[src/rtl/ppu_vga_pkg.sv]
// Shared definitions for the PPU scanline reader: state encoding, VGA geometry defaults and
// ring-buffer address layout.
package ppu_vga_pkg;

  localparam int unsigned PIX_W   = 5;
  localparam int unsigned LINE_W  = 5;
  localparam int unsigned COL_W   = 8;
  localparam int unsigned ADDR_W  = LINE_W + COL_W;
  localparam int unsigned COORD_W = 10;

  localparam int unsigned      DEF_H_OFFSET = 64;
  localparam int unsigned      DEF_ACTIVE_W = 512;
  localparam int unsigned      DEF_ACTIVE_H = 480;
  localparam logic [PIX_W-1:0] DEF_BACKDROP = 5'h00;

  typedef enum logic [1:0] {
    S_BLANK = 2'd0,
    S_FETCH = 2'd1,
    S_UNDER = 2'd2
  } state_e;

  // Per-pixel tag that travels alongside the buffer read.
  typedef struct packed {
    logic valid;
    logic use_ram;
    logic y0;
  } pix_tag_t;

  function automatic logic [ADDR_W-1:0] buf_addr(input logic [LINE_W-1:0] line,
                                                 input logic [COL_W-1:0]  col);
    return {line, col};
  endfunction

endpackage

[src/rtl/ppu_line_reader_dly.sv]
// Tag delay line plus output register: RAM_LAT tag stages line up with returning buffer data,
// the final stage registers pix_index/pix_valid. Honours PPU_LINE_READER_SCANLINES_EN.
module ppu_line_reader_dly
  import ppu_vga_pkg::*;
#(
  parameter int unsigned      RAM_LAT  = 1,
  parameter logic [PIX_W-1:0] BACKDROP = DEF_BACKDROP
) (
  input  logic             clock,
  input  logic             reset,
  input  pix_tag_t         tag_in,
  input  logic [PIX_W-1:0] rd_data,
  output logic [PIX_W-1:0] pix_index,
  output logic             pix_valid
);

  pix_tag_t [RAM_LAT-1:0] tag_q;
  pix_tag_t               tag_out;
  logic [PIX_W-1:0]       ram_idx;

  always_ff @(posedge clock or negedge reset) begin
    if (!reset) begin
      tag_q <= '0;
    end else begin
      tag_q[0] <= tag_in;
      for (int i = 1; i < int'(RAM_LAT); i++) begin
        tag_q[i] <= tag_q[i-1];
      end
    end
  end

  assign tag_out = tag_q[RAM_LAT-1];

`ifdef PPU_LINE_READER_SCANLINES_EN
  // Odd row of each NES line pair shows the darkened palette row.
  always_comb begin
    ram_idx = rd_data;
    if (tag_out.y0) begin
      ram_idx = {2'b00, rd_data[2:0]};
    end
  end
`else
  logic unused_y0;
  assign unused_y0 = tag_out.y0;

  always_comb begin
    ram_idx = rd_data;
  end
`endif

  always_ff @(posedge clock or negedge reset) begin
    if (!reset) begin
      pix_index <= BACKDROP;
      pix_valid <= 1'b0;
    end else begin
      pix_valid <= tag_out.valid;
      if (tag_out.valid) begin
        pix_index <= tag_out.use_ram ? ram_idx : BACKDROP;
      end
    end
  end

endmodule

[src/rtl/ppu_line_reader.sv]
// Read side of the PPU scanline ring buffer: 2x upscale, centring, line-ready tracking and
// backdrop substitution. Optional darkened scanlines via PPU_LINE_READER_SCANLINES_EN.
module ppu_line_reader
  import ppu_vga_pkg::*;
#(
  parameter int unsigned      H_OFFSET = DEF_H_OFFSET,
  parameter int unsigned      ACTIVE_W = DEF_ACTIVE_W,
  parameter int unsigned      ACTIVE_H = DEF_ACTIVE_H,
  parameter int unsigned      RAM_LAT  = 1,
  parameter logic [PIX_W-1:0] BACKDROP = DEF_BACKDROP
) (
  input  logic               clock,
  input  logic               reset,
  input  logic               pix_ce,
  input  logic [COORD_W-1:0] x_addr,
  input  logic [COORD_W-1:0] y_addr,
  input  logic               wr_line_done,
  input  logic [LINE_W-1:0]  wr_line,
  output logic               buf_rd_en,
  output logic [ADDR_W-1:0]  buf_rd_addr,
  input  logic [PIX_W-1:0]   buf_rd_data,
  output logic [PIX_W-1:0]   pix_index,
  output logic               pix_valid,
  output logic               underrun
);

  localparam logic [COORD_W-1:0] X_FIRST = COORD_W'(H_OFFSET);
  localparam logic [COORD_W-1:0] X_LAST  = COORD_W'(H_OFFSET + ACTIVE_W - 1);
  localparam logic [COORD_W-1:0] Y_END   = COORD_W'(ACTIVE_H);

  state_e                 state_q;
  logic [(1<<LINE_W)-1:0] line_ready_q, line_ready_d;

  logic [LINE_W-1:0]  line;
  logic [COORD_W-1:0] x_rel;
  logic               in_rows, in_cols, at_first, at_last;
  logic               row_ok, fetch;
  pix_tag_t           tag;

  assign line     = y_addr[LINE_W:1];
  assign x_rel    = x_addr - X_FIRST;
  assign in_rows  = (y_addr < Y_END);
  assign in_cols  = (x_addr >= X_FIRST) && (x_addr <= X_LAST);
  assign at_first = in_rows && (x_addr == X_FIRST);
  assign at_last  = in_rows && (x_addr == X_LAST);

  logic unused_x;
  assign unused_x = ^{x_rel[COORD_W-1], x_rel[0]};

  // The first active pixel decides and fetches in the same clock, so it cannot wait for state_q.
  always_comb begin
    row_ok = (state_q == S_FETCH);
    if (at_first) begin
      row_ok = line_ready_q[line];
    end
  end

  assign fetch       = pix_ce && in_rows && in_cols && row_ok;
  assign buf_rd_en   = fetch;
  assign buf_rd_addr = fetch ? buf_addr(line, x_rel[COL_W:1]) : '0;

  always_ff @(posedge clock or negedge reset) begin
    if (!reset) begin
      state_q  <= S_BLANK;
      underrun <= 1'b0;
    end else if (pix_ce) begin
      if (!in_rows) begin
        state_q <= S_BLANK;
      end else if (at_first) begin
        if (line_ready_q[line]) begin
          state_q <= S_FETCH;
        end else begin
          state_q  <= S_UNDER;
          underrun <= 1'b1;
        end
      end else if (at_last) begin
        state_q <= S_BLANK;
      end
    end
  end

  // Clear after the second (odd) row has shown the line; a same-clock writer set wins.
  always_comb begin
    line_ready_d = line_ready_q;
    if (fetch && at_last && y_addr[0]) begin
      line_ready_d[line] = 1'b0;
    end
    if (wr_line_done) begin
      line_ready_d[wr_line] = 1'b1;
    end
  end

  always_ff @(posedge clock or negedge reset) begin
    if (!reset) begin
      line_ready_q <= '0;
    end else begin
      line_ready_q <= line_ready_d;
    end
  end

  assign tag = '{valid: pix_ce, use_ram: fetch, y0: y_addr[0]};

  ppu_line_reader_dly #(
    .RAM_LAT (RAM_LAT),
    .BACKDROP(BACKDROP)
  ) u_dly (
    .clock    (clock),
    .reset    (reset),
    .tag_in   (tag),
    .rd_data  (buf_rd_data),
    .pix_index(pix_index),
    .pix_valid(pix_valid)
  );

endmodule

[config.mk]
export PLATFORM = sky130hd
export DESIGN_NAME = ppu_line_reader
export DESIGN_NICKNAME = d
export VERILOG_FILES = /design/src/rtl/ppu_vga_pkg.sv /design/src/rtl/ppu_line_reader_dly.sv /design/src/rtl/ppu_line_reader.sv
export SDC_FILE = /design/constraint.sdc
export NUM_CORES = 1
export LEC_CHECK = 0
export BUFFER_PORTS_ARGS = -buffer_cell sky130_fd_sc_hd__buf_2
export CAP_MARGIN = 20
export CORE_MARGIN = 2
export CORE_UTILIZATION = 55
export DETAILED_ROUTE_END_ITERATION = 8
export PLACE_DENSITY_LB_ADDON = 0.1
export SLEW_MARGIN = 0
export SYNTH_ARGS = -nofsm -noshare
export SYNTH_HDL_FRONTEND = slang
export SYNTH_SLANG_ARGS = --single-unit
export TNS_END_PERCENT = 30
[constraint.sdc]
create_clock -name clock -period 3 [get_ports clock]
set_clock_uncertainty 0.15 [all_clocks]
set_input_delay 0.3 -clock clock [delete_from_list [all_inputs] [get_ports clock]]
set_output_delay 0.3 -clock clock [all_outputs]
set_load 0.01 [all_outputs]
==> results of run 1 <==
critical path: stages:
cell	delay, ns
buf_2	0.55
mux2i_1	0.28
o221ai_1	0.15
a22o_1	0.27
o31a_4	0.38
and2_1	0.17
buf_2	0.14
cell families after synthesis:
logic type,Yosys count
DFF,43
and+or+nand+nor,141
buffers and inverters,28
AOI/OAI and AO/OA,58
adders and majority gates,3
muxes,16
registers in the layout, indices dropped and copies added, names as in the netlist:
signal           flops
u_dly.pix_index      5
u_dly.tag_out        2
line_ready_q        32
state_q              2
underrun             1
u_dly.pix_valid      1
per-layer routing:
| layer | routed length (um) | global-route usage (%) | vias up |
|---|---|---|---|
| li1 | - | - | 1134 |
| met1 | 3040 | 35.5 | 1102 |
| met2 | 2870 | 37.8 | 86 |
| met3 | 357 | 4.80 | 9 |
| met4 | 104 | 10.5 | 0 |
| met5 | 0 | 0 | - |
report_power, final:
| part | switching (mW) | total (mW) | internal (mW) |
|---|---|---|---|
| combinational | 0.165 | 0.294 | 0.129 |
| clock | 0.214 | 0.462 | 0.248 |
| sequential | 0.0613 | 0.737 | 0.676 |
| total | 0.441 | 1.49 | 1.05 |
layout by cell type (no fill, tap or decap), types with 2 or more instances in the layout:
cell and instances:
or3b_2 5, nor2b_1 2, a22o_1 2, and3_1 3, o31ai_1 25, mux2i_1 16
nor3b_1 4, nor3_1 2, nand3_1 14, and3b_1 2, inv_1 10, dfrtp_1 43
and2_1 12, ha_1 3, nand3b_1 5, nand2_1 74, o41ai_2 6, o41ai_1 2
buf_4 2, clkbuf_8 5, buf_2 54, nand2b_1 4, o221ai_1 8, or3_1 3
o21ai_0 6, nor2_1 5
worst min path at each step:
stage	cells past startpoint	startpoint	to
after floorplan	0	reset	line_ready_q[0]
after global placement	1	underrun	underrun
after detailed placement	1	underrun	underrun
after CTS	1	pix_ce	u_dly.tag_out[2]
after global routing	1	pix_ce	u_dly.tag_out[2]
final	1	reset	u_dly.pix_index[2]
per-stage QoR:
step                      utilization, %  instance area, sq um  std cells  hold slack, ns  total power, mW
after global placement              62.2                  2920        381           0.312             1.03
after detailed placement            62.2                  2920        381           0.319             1.04
after CTS                           64.6                  3030        389         0.00375             1.50
final                               64.6                  3030        389         -0.0218             1.49
after floorplan                        -                  2650        289          -0.146            0.933
after global routing                64.6                  3030        389          0.0100             1.57
cell type report:
cell class | instances | area share (%)
Inverter | 10 | 1.24
Sequential cell | 43 | 35.5
Multi-Input combinational cell | 218 | 47.9
Timing Repair Buffer | 56 | 9.42
Clock inverter | 3 | 1.45
Clock buffer | 5 | 2.27
Tap cell | 54 | 2.23
==> impl_metrics.env, run 1 <==
export IMPL_yosysMostFrequentCell="nand2_1"
export IMPL_rr_worst_depth=6
export IMPL_ctsHoldBuffers=0
export IMPL_drc_errors=0
export IMPL_port_buffers=54
export IMPL_seq_area_frac_synth_pct=40.7
export IMPL_cp_arrival_ns=2.27
export IMPL_die_area_sq_um=5380
export IMPL_synth_simple_area_share_pct=27.7
export IMPL_power_density_nw_per_um2=493
export IMPL_synth_seq_cells=43
export IMPL_rows=25
export IMPL_firstDrtPassIters=4
export IMPL_status="finished with violations"
export IMPL_fillCellCount=410
export IMPL_cts_made_buffers=5
export IMPL_die_height_um=73.4
export IMPL_finalHoldViolCount=25
export IMPL_synth_top_area_share_pct=40.7
export IMPL_cp_endpoint="buf_rd_addr[9]"
export IMPL_r2r_slack_ns=1.14
export IMPL_min_period_ns=2.72
export IMPL_r2r_start="state_q[1]"
export IMPL_syn_area_per_cell_sq_um=9.16
export IMPL_rsz0062_at_grt="false"
export IMPL_clock_sinks=43
export IMPL_synth_area_mux_share_pct=6.05
export IMPL_drt_iter0_drc=131
export IMPL_yosys_area_top_type="dfrtp_1"
export IMPL_synth_compound_area_share_pct=19.6
export IMPL_vias=2331
export IMPL_synthTopCellsByArea="dfrtp_1 (41%), nand2_1 (10%), o31ai_1 (7.1%)"
export IMPL_r2r_end="line_ready_q[4]"
export IMPL_synth_edf_count=0
export IMPL_wl_um=6360
export IMPL_htree_levels=2
export IMPL_grt_pass1_vias=2087
export IMPL_area_growth_pct=14.5
export IMPL_worst_pin_slew_ns=0.941
export IMPL_maxSlewViolCount=0
export IMPL_cts_clk_slew_worst_paths_ns=0.09
export IMPL_setup_tns_ns=0
export IMPL_path_class="input port to output pin"
export IMPL_cp_max_fo=28
export IMPL_dpl_worst_slack_ns=0.295
export IMPL_setup_violations=0
export IMPL_grt_max_degree=44
export IMPL_dp_hpwl_um=4310
export IMPL_synthArstFlopShare_pct=100
export IMPL_fmax_ghz=0.368
export IMPL_regArea_sq_um=1080
export IMPL_synth_top_family_by_area="simple AND/OR/NAND/NOR gates"
export IMPL_hold_class="input port to asynchronous set/reset pin"
export IMPL_ir_drop_mv=0.323
export IMPL_overflow=0
export IMPL_syn_inst=289
export IMPL_crit_path_start="y_addr[2]"
export IMPL_die_w_um=73.4
export IMPL_setup_ws_ns=0.285
export IMPL_yosysUniqueCellTypes=43
export IMPL_io_pins=55
export IMPL_slew_headroom_pct=37.3
export IMPL_multi_input_area_sq_um=1450
export IMPL_clock_latency_ns=0.30
export IMPL_drive_above_1_share_pct=24.8
export IMPL_antenna_cells=0
export IMPL_yosys_warnings=0
export IMPL_finalCritPeriodShare_pct=90.5
export IMPL_yosys_top_cells_count="nand2_1 (74), dfrtp_1 (43), o31ai_1 (25)"
export IMPL_syn_nets=326
export IMPL_cp_start_kind="input port"
export IMPL_required_ns=2.55
export IMPL_syn_cell_area_sq_um=2650
export IMPL_initial_core_util_pct=56.4
export IMPL_ant_nets=0
export IMPL_antenna_found_initial=0
export IMPL_synth_xor_area_share_pct=0
export IMPL_synth_fa_ha_area_share_pct=1.42
export IMPL_leakagePower_nw=1.40
export IMPL_endpoint_kind="output pin"
export IMPL_whs_ns=-0.0218
export IMPL_via_per_inst=5.99
export IMPL_failed_checks="hold timing"
export IMPL_layout_nets=371
export IMPL_synthFlopType="dfrtp_1"
export IMPL_drv_cap=0
export IMPL_cts_resized=0
export IMPL_cts_buffer_depth=2
export IMPL_cts_tree="yes"
export IMPL_clockRootBuffer="clkbuf_8"
export IMPL_coreArea_sq_um=4690
export IMPL_grt_first_pass_wirelength_um=10200
export IMPL_wl_per_cell_um=16.4
export IMPL_grtUsageTotal_pct=25.1
export IMPL_finalWeightedCongestion=0.850
export IMPL_cts_setup_buffers=0
Note: power is estimated with default switching activity, not from simulation.
==> run 2, diff against run 1 <==
==> constraint.sdc (replaced) <==
create_clock -name clock -period 3 [get_ports clock]
set_clock_uncertainty 0.15 [all_clocks]
set_input_delay 0.6 -clock clock [delete_from_list [all_inputs] [get_ports clock]]
set_output_delay 0.6 -clock clock [all_outputs]
set_load 0.01 [all_outputs]
==> run 2 against run 1 <==
Net effect:
- the run ends with setup timing left
- combinational power rose by 11%
- first-iteration DRC count grew 9.9%
- total power down 3.7%
- largest power group unchanged
- die area is the same
- worst setup slack got worse by 0.41 ns
- clock power down 18%
==> impl_metrics.env, run 2 (same netlist as run 1, synthesis figures left out) <==
export IMPL_grt_pass1_vias=2286
export IMPL_dp_cells=403
export IMPL_via_per_inst=5.90
export IMPL_worst_pin_slew_ns=0.918
export IMPL_endpoint_kind="output pin"
export IMPL_grtUsageTotal_pct=26.1
export IMPL_fmax_ghz=0.320
export IMPL_firstDrtPassIters=7
export IMPL_clock_sinks=43
export IMPL_finalNonFillerCells=417
export IMPL_r2r_slack_ns=1.03
export IMPL_antenna_cells=0
export IMPL_drc_errors=0
export IMPL_grt_max_degree=44
export IMPL_r2r_start="line_ready_q[10]"
export IMPL_rsz0062_at_grt="true"
export IMPL_largest_register="line_ready_q"
export IMPL_required_ns=2.25
export IMPL_wl_um=6830
export IMPL_leakagePower_nw=1.54
export IMPL_ctsHoldBuffers=0
export IMPL_r2r_end="u_dly.tag_out[1]"
export IMPL_ant_nets=0
export IMPL_cts_clk_slew_worst_paths_ns=0.09
export IMPL_status="finished with violations"
export IMPL_io_pins=55
export IMPL_die_w_um=73.4
export IMPL_port_buffers=54
export IMPL_rr_worst_depth=6
export IMPL_finalWeightedCongestion=0.881
export IMPL_cts_tree="yes"
export IMPL_layout_commonest_cell="nand2_1"
export IMPL_grt_first_pass_wirelength_um=10700
export IMPL_die_height_um=73.4
export IMPL_initial_core_util_pct=56.4
export IMPL_setup_violations=13
export IMPL_finalHoldViolCount=0
export IMPL_overflow=0
export IMPL_largest_register_ff_count=32
export IMPL_cp_start_kind="input port"
export IMPL_ir_drop_mv=0.323
export IMPL_vias=2462
export IMPL_cts_buffer_depth=2
export IMPL_htree_levels=2
export IMPL_drt_iter0_drc=144
export IMPL_path_class="input port to output pin"
export IMPL_layout_nets=399
export IMPL_die_area_sq_um=5380
export IMPL_finalCritPeriodShare_pct=104
export IMPL_dp_hpwl_um=4630
export IMPL_antenna_found_initial=0
export IMPL_clock_latency_ns=0.30
export IMPL_dpl_worst_slack_ns=-0.252
export IMPL_drv_cap=0
export IMPL_cp_arrival_ns=2.38
export IMPL_setup_ws_ns=-0.128
export IMPL_area_growth_pct=25.7
export IMPL_maxSlewViolCount=0
export IMPL_hold_class="input port to asynchronous set/reset pin"
export IMPL_final_cell_mix="nand2_1 (73), buf_2 (50), dfrtp_1 (43), o31ai_1 (25), buf_4 (25)"
export IMPL_power_density_nw_per_um2=432
export IMPL_wl_per_cell_um=16.4
export IMPL_clockRootBuffer="clkbuf_8"
export IMPL_slew_headroom_pct=38.8
export IMPL_min_period_ns=3.13
export IMPL_rows=25
export IMPL_failed_checks="setup timing"
export IMPL_cp_max_fo=5
export IMPL_drive_above_1_share_pct=32.0
export IMPL_cts_made_buffers=5
export IMPL_top_regs="line_ready_q x32, u_dly.pix_index x5"
export IMPL_coreArea_sq_um=4690
==> run 2: cell type report <==
class,count,area (sq um)
clock inverters,3,23.8
well taps,54,67.6
repair buffers,83,554
multi-input cells,219,1500
fillers,372,1370
inverters,10,40.0
flip-flops and latches,43,1080
clock buffers,5,68.8
==> run 2: power breakdown <==
| group | switching (mW) | total (mW) | leakage [nW] | internal [mW] |
|---|---|---|---|---|
| logic | 0.175 | 0.325 | 0.989 | 0.150 |
| clock network | 0.215 | 0.381 | 0.0408 | 0.167 |
| registers | 0.0560 | 0.732 | 0.514 | 0.676 |
==> run 2: how the worst max path moves through the flow <==
stage | from | endpoint | slack [ns] | cells after the start
floorplan | x_addr[7] | buf_rd_addr[6] | 0.007 | 7
global placement | x_addr[7] | buf_rd_addr[5] | -0.19 | 9
detailed placement | x_addr[7] | buf_rd_addr[10] | -0.25 | 9
CTS | x_addr[7] | buf_rd_addr[9] | -0.12 | 9
global route | x_addr[7] | buf_rd_addr[7] | -0.20 | 10
finish | x_addr[7] | buf_rd_addr[9] | -0.13 | 9
==> run 2: repair_timing <==
item / in CTS / in global routing
resized for setup: 6 / 8
gates cloned: 1 / 0
setup endpoints to repair: 14 / 14
pin swaps: 6 / 2
setup buffers: 4 / 1
==> run 2: through the flow <==
stage / util [%] / power (mW) / hold WS, ns / instance area, sq um / setup TNS [ns]
floorplan: - / 0.933 / 0.154 / 2650 / 0
global placement: 66.5 / 1.05 / 0.307 / 3120 / -1.65
detailed placement: 66.5 / 1.06 / 0.325 / 3120 / -2.33
CTS: 69.9 / 1.45 / 0.311 / 3280 / -0.997
global route: 70.9 / 1.52 / 0.306 / 3330 / -2.02
finish: 70.9 / 1.44 / 0.277 / 3330 / -1.08
==> run 2: per-layer routing <==
layer / vias to the layer above / global-route usage [%] / routed length (um)
met5: - / 0 / 0
met2: 67 / 44.7 / 3350
li1: 1194 / - / -
met4: 0 / 7.88 / 106
met1: 1190 / 33.7 / 3060
met3: 11 / 4.53 / 311
==> run 2: worst max-delay path, stage by stage <==
cell	delay, ns
buf_6	0.09
inv_4	0.05
ha_4	0.10
or4b_4	0.50
nor4_4	0.28
nand2_2	0.12
o31a_4	0.33
and2_1	0.16
buf_2	0.13
